<file path="src/rtl/display_capture_8x8.sv">
// rtl/display_capture_8x8.sv - receive-side capture of the 8x8 RGB display shift-register interface
module display_capture_8x8 #(
  parameter int BITS_PER_COL = 24,
  parameter bit INVERT_DATA  = 1'b0,
  parameter int SYNC_STAGES  = 2
) (
  input  logic        clk,
  input  logic        rst_n,
  input  logic        sr_reset_n,
  input  logic        oe_n,
  input  logic        sh_cp,
  input  logic        st_cp,
  input  logic        ds,
  input  logic [7:0]  col_sel,
  input  logic [2:0]  rd_col,
  output logic [7:0]  rd_red,
  output logic [7:0]  rd_green,
  output logic [7:0]  rd_blue,
  output logic        col_valid,
  output logic [2:0]  col_idx,
  output logic        frame_done,
  output logic [15:0] frame_cnt,
  output logic        bitcnt_err,
  output logic        colsel_err,
  output logic        blank_seen
);

  localparam int          NPIN     = 13;
  localparam logic [4:0]  FULL_CNT = 5'(BITS_PER_COL);

  logic [NPIN-1:0]         pin_raw;
  logic [NPIN-1:0]         sync_q [SYNC_STAGES];
  logic [NPIN-1:0]         pin_s;
  logic                    prev_sh, prev_st;
  logic                    sh_rise, st_rise;
  logic                    srr_s, oe_s, ds_s;
  logic [7:0]              sel_s;
  logic [BITS_PER_COL-1:0] shreg;
  logic [4:0]              shcnt;
  logic [7:0]              mask;
  logic [BITS_PER_COL-1:0] mem [8];
  logic                    onehot;
  logic [2:0]              k;
  logic [7:0]              mask_set;

  assign pin_raw = {col_sel, ds, st_cp, sh_cp, oe_n, sr_reset_n};
  assign pin_s   = sync_q[SYNC_STAGES-1];
  assign srr_s   = pin_s[0];
  assign oe_s    = pin_s[1];
  assign ds_s    = pin_s[4];
  assign sel_s   = pin_s[12:5];
  assign sh_rise = pin_s[2] & ~prev_sh;
  assign st_rise = pin_s[3] & ~prev_st;

  // ds and col_sel travel through the same chain as the clocks so they stay aligned with their edges
  always_ff @(posedge clk or negedge rst_n) begin
    if (!rst_n) begin
      for (int i = 0; i < SYNC_STAGES; i++) sync_q[i] <= '0;
      prev_sh <= 1'b0;
      prev_st <= 1'b0;
    end else begin
      sync_q[0] <= pin_raw;
      for (int i = 1; i < SYNC_STAGES; i++) sync_q[i] <= sync_q[i-1];
      prev_sh <= pin_s[2];
      prev_st <= pin_s[3];
    end
  end

  always_comb begin
    onehot = (sel_s != 8'd0) && ((sel_s & (sel_s - 8'd1)) == 8'd0);
    k = 3'd0;
    for (int i = 0; i < 8; i++) begin
      if (sel_s[i]) k = i[2:0];
    end
    mask_set = mask | (8'd1 << k);
  end

  always_ff @(posedge clk or negedge rst_n) begin
    if (!rst_n) begin
      for (int i = 0; i < 8; i++) mem[i] <= '0;
      shreg      <= '0;
      shcnt      <= 5'd0;
      mask       <= 8'd0;
      rd_red     <= 8'd0;
      rd_green   <= 8'd0;
      rd_blue    <= 8'd0;
      col_valid  <= 1'b0;
      col_idx    <= 3'd0;
      frame_done <= 1'b0;
      frame_cnt  <= 16'd0;
      bitcnt_err <= 1'b0;
      colsel_err <= 1'b0;
      blank_seen <= 1'b0;
    end else begin
      col_valid  <= 1'b0;
      frame_done <= 1'b0;
      rd_red     <= mem[rd_col][BITS_PER_COL-1  -: 8];
      rd_green   <= mem[rd_col][BITS_PER_COL-9  -: 8];
      rd_blue    <= mem[rd_col][BITS_PER_COL-17 -: 8];

      if (!srr_s) begin
        shreg <= '0;
        shcnt <= 5'd0;
      end else if (sh_rise) begin
        shreg <= {shreg[BITS_PER_COL-2:0], ds_s ^ INVERT_DATA};
        shcnt <= (shcnt == 5'd31) ? 5'd31 : shcnt + 5'd1;
      end

      // Store uses the pre-shift word; a coincident shift leaves one bit already counted
      if (st_rise) begin
        shcnt <= (srr_s && sh_rise) ? 5'd1 : 5'd0;
        if (shcnt != FULL_CNT) bitcnt_err <= 1'b1;
        if (oe_s) blank_seen <= 1'b1;
        if (!onehot) begin
          colsel_err <= 1'b1;
        end else begin
          mem[k]    <= shreg;
          col_valid <= 1'b1;
          col_idx   <= k;
          if (mask_set == 8'hFF) begin
            frame_done <= 1'b1;
            frame_cnt  <= frame_cnt + 16'd1;
            mask       <= 8'd0;
          end else begin
            mask <= mask_set;
          end
        end
      end
    end
  end

endmodule

</file>
<file path="config.mk">
export PLATFORM = sky130hd
export DESIGN_NAME = display_capture_8x8
export DESIGN_NICKNAME = d
export VERILOG_FILES = /design/src/rtl/display_capture_8x8.sv
export SDC_FILE = /design/constraint.sdc
export NUM_CORES = 1
export LEC_CHECK = 0
export ABC_AREA = 1
export BUFFER_PORTS_ARGS = -buffer_cell sky130_fd_sc_hd__buf_2
export CAP_MARGIN = 20
export CORE_ASPECT_RATIO = 0.5
export CORE_MARGIN = 2
export CORE_UTILIZATION = 55
export DETAILED_ROUTE_END_ITERATION = 10
export PLACE_DENSITY = 0.8
export SETUP_SLACK_MARGIN = 0.15
export SLEW_MARGIN = 20
export SYNTH_ARGS = -nofsm -noshare
export SYNTH_HDL_FRONTEND = slang
export SYNTH_SLANG_ARGS = --single-unit
</file>
<file path="constraint.sdc">
create_clock -name clk -period 4.5 [get_ports clk]
set_input_delay 0.45 -clock clk [delete_from_list [all_inputs] [get_ports clk]]
set_output_delay 0.45 -clock clk [all_outputs]
set_load 0.005 [all_outputs]
</file>
==> results.yml <==
clock_network:
  cts_buffers: 27
  cts_buffer_depth: 3
  cts_tree: "done"
  clkSinkCount: 305
  clk_pin_slew_ns: 0.06
  worstSkewPairLatency_ns: 0.55
  cts-root-buf: "clkbuf_16"
  htree_levels: 1
timing:
  clock_skew_ns: 0.00908
  setup_tns_ns: 0
  tightest_slew_ns: 1.13
  min_period_ns: 2.99
  rsz0062_at_grt: "false"
  fmax_ghz: 0.335
  hold_viol_final: 21
  finalSetupViolations: 0
  slew_headroom_pct: 24.3
  final-max-slew-violation-count: 0
  holdWs_ns: -0.0845
  period_share_pct: 66.4
placed_design:
  gp_congestion: 0.861
  dp.cells: 1701
  hpwl_um: 16400
  io_buffers: 65
global_route:
  grt_first_pass_wirelength_um: 49600
  grt_use_total_pct: 24.7
  grt_overflow_total: 0
  antenna_found_initial: 0
  grt_max_degree: 115
  first_global_vias: 9859
outcome:
  violations: "hold timing"
  status: "finished, violations left"
logic_synthesis:
  synth-edff-count: 0
  syn_nets: 1427
  seq_area_frac_synth_pct: 59.2
  synth_seq_cells: 305
  syn-mean-instance-area_um2: 9.18
  syn_area_um2: 12900
  synthArstFlopShare_pct: 100
  ys.flop_type: "dfrtp_1"
  yosysWarningCount: 0
  synthCells: 1406
  ys_types: 39
power_and_ir_drop:
  peakVddDrop_mv: 0.246
  p_leak_uw: 0.00651
  power.density_nw_per_um2: 380
final_layout:
  final_cell_count_no_fill: 1761
  layout_common_cells: "dfrtp_1 (305), nand2_1 (303), o21ai_0 (199), nor2_1 (164), inv_1 (95)"
  synthToLayoutAreaGrowth_pct: 10.9
  num_antenna_cells: 0
  drive_gt1_share_pct: 11.2
  layout_commonest_cell: "dfrtp_1"
  post-route-util_pct: 62.4
  finalNetCount: 1455
route:
  routedWlPerCell_um: 16.9
  drcViolationCount: 0
  wl_um: 29700
  drtIter0Drc: 1097
  vias: 10100
  vias_per_cell: 5.75
  drtPass1Iterations: 6
  ant_nets: 0
setup_path:
  critPathKind: "flip-flop to flip-flop"
  worst-path-max-fanout: 49
  cp-end-kind: "flip-flop"
  start_kind: "flip-flop"
  critical_path_required_ns: 4.92
  arrival_ns: 3.41
run:
  max-cap-violations: 0
floorplan:
  core_area_um2: 22900
  die_width_um: 221
  die_area_um2: 24800
  pin_count: 66
  initial_core_util_pct: 56.3
  die_h_um: 112
  rows: 39
worst_hold_path:
  min_path_type: "primary input to asynchronous set/reset pin"
synth_stat cells, drive strengths merged, types with 17 or more instances:
library cell  count  area, um2
a31oi            24        150
nand4            19        119
clkbuf           55        206
nor2            183        783
nand3            17        118
o211ai           24        180
buf              31        234
o32ai            25        219
o22ai            24        150
inv             101        382
dfrtp           305       7630
o21ai           251       1270
nand2           309       1180
per-layer routing:
layer  routed length (um)  GRT usage, %  vias up
met4                  440          6.40        0
li1                     -             -     4707
met5                    0             0        -
met2                14100          39.9      376
met3                 2070          3.71       53
met1                13100          35.5     4990
stage by stage:
step	instance area [um2]	worst slack (ns)	total power [uW]
CTS	14300	1.50	5470
floorplan	12900	2.72	2990
global placement	13300	1.66	3120
global route	14300	1.27	5620
finish	14300	1.51	5440
detailed placement	13300	1.55	3130
timing repair:
item,in CTS,in global routing
resized for setup,0,0
endpoints found under the setup margin,0,0
hold buffers,10,0
hold endpoints to repair,10,0
buffers inserted,0,0
path summary, 6_finish.rpt:
path | from | endpoint | slack [ns] | cells after the start
setup / recovery | pin_s[3] | mem[154] | 1.51 | 6
hold / removal | rst_n | frame_cnt[15] | -0.08 | 1
setup reg to reg | pin_s[3] | mem[154] | 1.51 | 6
hold reg to reg | sync_q[19] | pin_s[6] | 0.35 | 0
max in group asynchronous | rst_n | mem[186] | 3.35 | 2
min in group clk | col_sel[7] | sync_q[25] | 0.02 | 1
worst max-delay path, stage by stage, from the launching register on:
cell,delay (ns)
dfrtp_1,0.35
inv_1,0.04
nor2_1,0.44
inv_2,0.16
nor2_8,0.44
nand3_2,0.90
o21ai_0,0.51
power by group:
part,leakage [uW],switching (uW),internal [uW]
Sequential,0.00414,18.7,2780
Combinational,0.00192,200,87.1
Clock,0.000448,1020,1330
sequential cells by signal, summed over array words and instances, names as in the netlist, 5 cells and up:
register,count
frame_cnt,16
mask,8
mem,192
pin_s,13
rd_blue,8
rd_green,8
rd_red,8
shcnt,5
shreg,24
sync_q,13
cell type report:
type                            instances  area (um2)
Fill cell                            1798        8620
Sequential cell                       305        7630
Multi-Input combinational cell        914        4460
Clock buffer                           35         736
Timing Repair Buffer                   85         558
Tap cell                              307         384
Inverter                              101         382
Clock inverter                         14         163
kinds of logic after synthesis:
logic type | after synthesis | synth area share [%]
DFF | 305 | 59.2
buffers and inverters | 187 | 6.37
xor gates and xnor gates | 11 | 0.747
AOI/OAI and AO/OA | 357 | 15.7
and+or+nand+nor | 543 | 17.7
adders and majority gates | 3 | 0.291
(Power assumes the default switching activity.)
